**src/rtl/pc_fetch_unit_if.sv**
```systemverilog
// Instruction-memory fetch channel: req/addr out from the fetch unit, ack/rdata back from memory.
interface pc_fetch_unit_if #(
    parameter int unsigned XLEN = 32
);
    localparam int unsigned ILEN = 32;

    logic            imem_req;
    logic [XLEN-1:0] imem_addr;
    logic            imem_ack;
    logic [ILEN-1:0] imem_rdata;

    modport master (
        output imem_req,
        output imem_addr,
        input  imem_ack,
        input  imem_rdata
    );

    modport slave (
        input  imem_req,
        input  imem_addr,
        output imem_ack,
        output imem_rdata
    );
endinterface

```
**src/rtl/pc_fetch_unit.sv**
```systemverilog
// Program counter and instruction-fetch sequencer: picks the next PC from jump/branch
// redirects, fetches over a req/ack handshake and presents one instruction at a time.
module pc_fetch_unit #(
    parameter int unsigned     XLEN     = 32,
    parameter logic [XLEN-1:0] RESET_PC = '0
) (
    input  logic            clk,
    input  logic            rst_n,
    input  logic            branch_taken,
    input  logic [XLEN-1:0] branch_target,
    input  logic            jump,
    input  logic [XLEN-1:0] jump_target,
    input  logic            stall,
    pc_fetch_unit_if.master imem,
    output logic            instr_valid,
    output logic [31:0]     instr,
    output logic [XLEN-1:0] pc,
    output logic [XLEN-1:0] pc_plus4,
    output logic            misaligned_trap
);
    localparam int unsigned ILEN = 32;
    localparam logic [ILEN-1:0] NOP_INSTR = 32'h0000_0013;
    localparam logic [XLEN-1:0] PC_STEP   = XLEN'(4);
    localparam logic [XLEN-1:0] JMP_MASK  = ~XLEN'(1);

    typedef enum logic [1:0] {
        S_IDLE  = 2'd0,
        S_FETCH = 2'd1,
        S_VALID = 2'd2,
        S_TRAP  = 2'd3
    } state_e;

    state_e          state_q, state_d;
    logic [XLEN-1:0] pc_q, pc_d;
    logic [XLEN-1:0] pc_plus4_q, pc_plus4_d;
    logic [ILEN-1:0] instr_q, instr_d;
    logic            valid_q, valid_d;
    logic            trap_q, trap_d;
    logic [XLEN-1:0] next_pc_c;
    logic            req_c;

    // Redirect priority: jump beats branch beats sequential.
    always_comb begin
        next_pc_c = pc_plus4_q;
        if (jump) begin
            next_pc_c = jump_target & JMP_MASK;
        end else if (branch_taken) begin
            next_pc_c = branch_target;
        end
    end

    always_comb begin
        state_d    = state_q;
        pc_d       = pc_q;
        pc_plus4_d = pc_plus4_q;
        instr_d    = instr_q;
        valid_d    = valid_q;
        trap_d     = trap_q;
        req_c      = 1'b0;

        unique case (state_q)
            S_IDLE: begin
                valid_d = 1'b0;
                state_d = S_FETCH;
            end
            S_FETCH: begin
                req_c = 1'b1;
                if (imem.imem_ack) begin
                    instr_d = imem.imem_rdata;
                    valid_d = 1'b1;
                    state_d = S_VALID;
                end
            end
            S_VALID: begin
                if (!stall) begin
                    valid_d = 1'b0;
                    if (next_pc_c[1:0] == 2'b00) begin
                        pc_d       = next_pc_c;
                        pc_plus4_d = next_pc_c + PC_STEP;
                        state_d    = S_FETCH;
                    end else begin
                        // Misaligned target: freeze the PC and halt until reset.
                        trap_d  = 1'b1;
                        state_d = S_TRAP;
                    end
                end
            end
            S_TRAP: begin
                valid_d = 1'b0;
                trap_d  = 1'b1;
            end
            default: begin
                state_d = S_IDLE;
            end
        endcase
    end

    always_ff @(posedge clk or negedge rst_n) begin
        if (!rst_n) begin
            state_q    <= S_IDLE;
            pc_q       <= RESET_PC;
            pc_plus4_q <= RESET_PC + PC_STEP;
            instr_q    <= NOP_INSTR;
            valid_q    <= 1'b0;
            trap_q     <= 1'b0;
        end else begin
            state_q    <= state_d;
            pc_q       <= pc_d;
            pc_plus4_q <= pc_plus4_d;
            instr_q    <= instr_d;
            valid_q    <= valid_d;
            trap_q     <= trap_d;
        end
    end

    // Fetch request and address decode straight from state and PC.
    assign imem.imem_req  = req_c;
    assign imem.imem_addr = pc_q;

    assign instr_valid     = valid_q;
    assign instr           = instr_q;
    assign pc              = pc_q;
    assign pc_plus4        = pc_plus4_q;
    assign misaligned_trap = trap_q;
endmodule
```
**src/flat_wrapper.sv**
```systemverilog
// flat-port wrapper written by rule: the top's interface ports become plain ports
module pc_fetch_unit_flat 
#(
    parameter int unsigned     XLEN     = 32,
    parameter logic [XLEN-1:0] RESET_PC = '0
)
  (clk, rst_n, branch_taken, branch_target, jump, jump_target, stall, instr_valid, instr, pc, pc_plus4, misaligned_trap, imem_imem_req, imem_imem_addr, imem_imem_ack, imem_imem_rdata);
  pc_fetch_unit_if #(.XLEN(XLEN)) imem_i ();
  input  logic clk;
  input  logic rst_n;
  input  logic branch_taken;
  input  logic [XLEN-1:0] branch_target;
  input  logic jump;
  input  logic [XLEN-1:0] jump_target;
  input  logic stall;
  output logic instr_valid;
  output logic [31:0] instr;
  output logic [XLEN-1:0] pc;
  output logic [XLEN-1:0] pc_plus4;
  output logic misaligned_trap;
  output wire logic [$bits(imem_i.imem_req)-1:0] imem_imem_req;
  output wire logic [$bits(imem_i.imem_addr)-1:0] imem_imem_addr;
  input wire logic [$bits(imem_i.imem_ack)-1:0] imem_imem_ack;
  input wire logic [$bits(imem_i.imem_rdata)-1:0] imem_imem_rdata;
  assign imem_imem_req = imem_i.imem_req;
  assign imem_imem_addr = imem_i.imem_addr;
  assign imem_i.imem_ack = imem_imem_ack;
  assign imem_i.imem_rdata = imem_imem_rdata;
  pc_fetch_unit #(.XLEN(XLEN), .RESET_PC(RESET_PC)) u_core (.clk(clk), .rst_n(rst_n), .branch_taken(branch_taken), .branch_target(branch_target), .jump(jump), .jump_target(jump_target), .stall(stall), .imem(imem_i), .instr_valid(instr_valid), .instr(instr), .pc(pc), .pc_plus4(pc_plus4), .misaligned_trap(misaligned_trap));
endmodule
```
**config.mk**
```make
export PLATFORM = sky130hd
export DESIGN_NAME = pc_fetch_unit_flat
export DESIGN_NICKNAME = d
export VERILOG_FILES = /design/src/rtl/pc_fetch_unit_if.sv /design/src/rtl/pc_fetch_unit.sv /design/src/flat_wrapper.sv
export SDC_FILE = /design/constraint.sdc
export NUM_CORES = 1
export LEC_CHECK = 0
export ABC_AREA = 1
export CAP_MARGIN = 20
export CORE_MARGIN = 1
export CORE_UTILIZATION = 44
export CTS_CLUSTER_DIAMETER = 150
export DETAILED_ROUTE_END_ITERATION = 8
export HOLD_SLACK_MARGIN = 0.03
export PLACE_DENSITY = 0.84
export SYNTH_ARGS = -nofsm -noshare
export SYNTH_HDL_FRONTEND = slang
export SYNTH_SLANG_ARGS = --single-unit
```
**constraint.sdc**
```tcl
create_clock -name clk -period 2.6 [get_ports clk]
set_input_delay 0.39 -clock clk [delete_from_list [all_inputs] [get_ports clk]]
set_output_delay 0.39 -clock clk [all_outputs]
set_load 0.03 [all_outputs]
```
## After elaboration in Yosys (flattened, before gate mapping)

Index checks and enable logic that the tools add are counted.

- $lt $le $gt $ge: 0
- Add/subtract/negate cells: 1
- Shift operators: 0
- Divide/modulo/power cells: 0
- Bitwise gates (word level): 1
- Reduce and logical (&&, ||, !) cells: 10
- Eq/ne operators: 6
- Multiply operators: 0
- Multiplexer cells: 13

Operators by type and width:

| operator | count |
|---|---|
| 2-to-1 mux 32 bit | 2 |
| adder 32 x 3 -> 32 bit (second input constant) | 1 |
| AND reduction 3 bit | 3 |
| 2-to-1 mux 2 bit | 3 |
| != test 2 bit (second input constant) | 3 |
| case mux 2 bit (3 select lines) | 1 |
| 2-to-1 mux 1 bit | 5 |
| == test 2 bit (second input constant) | 2 |
| logical NOT 2 bit | 2 |
| AND reduction 2 bit | 2 |
| case mux 1 bit (3 select lines) | 1 |
| nonzero test 3 bit | 1 |
| == test 2 x 1 -> 1 bit (second input constant) | 1 |
| case mux 1 bit (2 select lines) | 1 |
| nonzero test 2 bit | 1 |
| OR reduction 2 bit | 1 |
| inverter 1 bit | 1 |

- RAM bits: 0
- Logic and storage cells: 37
- ROM bits: 0
- Output and inout port bits: 131
- Register bits after elaboration: 100
- Bits in latches: 0
- Memories: 0
- Input bits: 102

## Longest topological paths before layout

- Depth after elaboration: 6
- Depth in mapped cells: 16
- Mapped depth without buffers: 16

## Worst setup path before layout

Ideal clock, no wire load.

- Path type: flip-flop to flip-flop
- Start: register u_core.pc_plus4_q[2], in the netlist u_core.pc_plus4[2]
- End: register u_core.pc_plus4_q[20], in the netlist u_core.pc_plus4[20]
- Period minus slack after synthesis: 1,965 ps
- Arrival time: 1,851 ps
- Cell stages (with the launch flop): 15
- Setup slack: 635 ps
- Library setup time: 113 ps
- Required time: 2,487 ps
- Buffers on the path: 0
- Cell sequence: dfstp_2 > nand2_1 > nand2_1 > nand2_1 > nand2_1 > ha_1 > nand3_1 > nor2_2 > nand3_2 > nor2_1 > nand2_1 > nand2_1 > nand2_1 > nand2_1 > inv_1

- Longest elaborated chain between the ends: 3

Ends and longest elaborated chain:

| element | line | source |
|---|---|---|
| from (decl) | pc_fetch_unit.sv:35 | `logic [XLEN-1:0] pc_plus4_q, pc_plus4_d;` |
| from (signal assigned) | pc_fetch_unit.sv:102 | `pc_plus4_q <= RESET_PC + PC_STEP;` |
| from (signal assigned) | pc_fetch_unit.sv:109 | `pc_plus4_q <= pc_plus4_d;` |
| 2-to-1 mux 32 bit | pc_fetch_unit.sv:47 | `end else if (branch_taken) begin` |
| 2-to-1 mux 32 bit | pc_fetch_unit.sv:45 | `if (jump) begin` |
| named net u_core.next_pc_c[2] | pc_fetch_unit.sv:39 | `logic [XLEN-1:0] next_pc_c;` |
| adder 32 x 3 -> 32 bit | pc_fetch_unit.sv:79 | `pc_plus4_d = next_pc_c + PC_STEP;` |

The timed path passes the listed nets, and every way through them passes these cells.
A chain may end at the register's enable or synchronous reset.

## Worst setup path after layout

- Start: input port branch_taken
- End: register u_core.pc_plus4_q[20], in the netlist u_core.pc_plus4[20]

- Elaborated cells between the ends (all ways): 5
- Those cells by class: add/sub (1); mux (2); reduce/logical (2)

RTL lines:

| element | line | source |
|---|---|---|
| from (decl) | flat_wrapper.sv:11 | `input logic branch_taken;` |
| 2-to-1 mux 32 bit | pc_fetch_unit.sv:47 |  |
| 2-to-1 mux 32 bit | pc_fetch_unit.sv:45 |  |
| named net u_core.next_pc_c[2] | pc_fetch_unit.sv:39 |  |
| adder 32 x 3 -> 32 bit | pc_fetch_unit.sv:79 |  |

The timed path passes the listed nets, and every way through them passes these cells.

==> results.py <==
metrics = {
    "setup_path": {
        "start_kind": "input pin",
        "worstPathArrival_ns": 2.54,
        "worstSetupPathType": "input pin to register",
        "end_kind": "register",
        "crit_fanout": 6,
        "reg2reg_setup_slack_ns": 0.53,
        "worstPathRequired_ns": 2.85,
    },
    "global_route": {
        "grt_pass1_wl_um": 28200,
        "grt_max_degree": 52,
        "grt_use_total": 0.256,
        "grt_pass1_vias": 5641,
        "grt-ovfl-total": 0,
        "antenna_found_initial": 0,
    },
    "timing": {
        "rsz0062_at_grt": "no",
        "slew_headroom": 0.495,
        "layout_setup_ws_ns": 0.312,
        "drv_slew": 0,
        "period_minus_slack_ns": 2.29,
        "skew_ns": 0.0112,
        "tightest_slew_ns": 0.750,
        "period_share": 0.880,
        "finalSetupViolCount": 0,
        "hold_violations": 0,
        "clock.fmax_mhz": 437,
    },
    "cts": {
        "cts_buffers": 9,
        "cts_num_sinks": 98,
        "ctsHoldBuffers": 0,
        "clkSlewWorstSetupHoldPaths_ns": 0.07,
        "htree_levels": 3,
        "clockBufferDepth": 2,
        "cts_tree": "done",
        "ctsResizeCount": 0,
        "cts_root_buf": "clkbuf_16",
        "worstSkewPairLatency_ns": 0.35,
        "cts_setup_buffers": 0,
    },
    "placed_design": {
        "post-place-ws_ns": -0.0560,
        "placed_cell_area_mm2": 0.00831,
        "gp_congestion": 0.917,
        "hpwl_um": 13300,
        "port_buffers": 231,
    },
    "power": {
        "powerDensity_mw_per_mm2": 1160,
        "p_leak_nw": 3.96,
        "vdd_ir_drop_max_v": 0.000668,
    },
    "floorplan": {
        "io_pins": 233,
        "die_x_um": 118,
        "coreArea_mm2": 0.0128,
        "initial_core_util": 0.459,
        "die_y_um": 118,
        "die_area_mm2": 0.0139,
        "row_count": 41,
    },
    "status": {
        "outcome": "finished, final reports clean",
    },
    "routing": {
        "wirelength_um": 17300,
        "first_pass_iters": 5,
        "wl_per_cell_um": 14.7,
        "postRouteAntennaNets": 0,
        "dr_total_vias": 5814,
        "drtIter0Drc": 269,
        "drcViolationCount": 0,
        "vias_per_cell": 4.95,
    },
    "layout": {
        "drive_above_1_share": 0.131,
        "area_growth_pct": 46.1,
        "layout_common_cells": "nand2_1, clkdlybuf4s50_1, dfrtp_1",
        "fin_nets": 1106,
        "final_cell_area_mm2": 0.00861,
        "layout_commonest_cell": "nand2_1",
        "antenna_cells": 0,
    },
    "logic_synthesis": {
        "yosysUniqueCellTypes": 41,
        "ys_ff_latch": 98,
        "synth_edf_count": 0,
        "syn_area_mm2": 0.00589,
        "yosysSeqAreaShare": 0.417,
        "avgSynthCellArea_um2": 7.50,
        "syn_nets": 893,
        "syn_inst": 785,
        "yosysWarnings": 0,
        "ys.flop_type": "dfrtp_1",
        "synthArstFlopShare": 1.00,
    },
    "min_path": {
        "hold_path.class": "input pin to async pin",
    },
    "job": {
        "cap_viol_max_count": 0,
    },
}
-- registers in the layout, indices dropped and copies added, names as in the netlist --
| register | flops |
|---|---|
| u_core.imem.imem_addr | 30 |
| u_core.instr_valid | 1 |
| u_core.pc_plus4 | 32 |
| u_core.misaligned_trap | 1 |
| u_core.instr | 32 |
| u_core.state_q | 2 |
-- worst max-delay path, cell delays in order --
cell and delay (ns):
clkdlybuf4s50_1 0.52, buf_4 0.18, nand2_1 0.06, nand2_1 0.07
nand2_1 0.05, nand2_1 0.08, ha_1 0.17, nand3_1 0.15
nor2_2 0.18, nand3_2 0.15, nor2_1 0.25, nand2_1 0.11
nand2_1 0.06, nand2_1 0.04, nand2_1 0.05, inv_1 0.04
-- worst paths after layout --
kind / start / end / depth (start not counted)
worst min register to register: u_core.misaligned_trap / u_core.misaligned_trap / 1
worst max-delay path: branch_taken / u_core.pc_plus4[20] / 16
worst min-delay path: rst_n / u_core.instr[13] / 1
max in group asynchronous: rst_n / u_core.instr[0] / 2
worst max register to register: u_core.pc_plus4[2] / u_core.pc_plus4[20] / 14
min in group clk: u_core.misaligned_trap / u_core.misaligned_trap / 1
-- layout make-up --
cell class                      count  area, µm²
Fill cell                        1052       4220
Inverter                           43        161
Sequential cell                    98       2460
Clock inverter                      6       65.1
Tap cell                          172        215
Clock buffer                       10        229
Timing Repair Buffer              267       2630
Multi-Input combinational cell    579       2850
-- kinds of logic after synthesis --
| kind of cell | count (synthesis) | share of synthesized area |
|---|---|---|
| adders and majority gates | 6 | 0.0127 |
| buffers and inverters | 108 | 0.0990 |
| and+or+nand+nor | 467 | 0.332 |
| muxes | 33 | 0.0631 |
| xor gates and xnor gates | 6 | 0.00892 |
| AOI/OAI and AO/OA | 67 | 0.0675 |
| DFF | 98 | 0.417 |
-- stage by stage --
stage	hold WS, ns	power [mW]	utilization	TNS (ns)	cells
floorplan	0.0944	6.37	-	0	785
global placement	0.468	8.52	0.648	-0.0138	1159
detailed placement	0.469	8.64	0.648	-0.0702	1159
CTS	0.105	10.0	0.671	0	1175
global route	0.123	10.5	0.671	0	1175
finish	0.0782	9.95	0.671	0	1175
-- synth_stat cells (all sizes together) (4+ instances only) --
master	n	area share
nand2	312	0.20
dfrtp	94	0.40
nor2	78	0.057
buf	59	0.068
nand3	55	0.051
inv	42	0.027
o21ai	42	0.036
mux2	33	0.063
or2	16	0.017
o21a	9	0.011
a21oi	6	0.0057
clkbuf	6	0.0038
ha	6	0.013
a31oi	5	0.0085
xor2	5	0.0074
dfstp	4	0.018
-- metal layers --
layer,vias up,part of all wire,track usage
met5,-,0,0
met4,0,0.014,0.0817
met3,20,0.074,0.0528
met2,255,0.49,0.439
met1,2657,0.42,0.322
li1,2882,-,-
-- where the power goes --
part	leakage [nW]	switching, mW	internal, mW	total (mW)
Clock	0.143	0.598	0.751	1.35
Sequential	1.18	0.563	2.28	2.85
Combinational	2.64	3.28	2.47	5.75
Total	3.96	4.45	5.50	9.95
(Power assumes the default switching activity.)
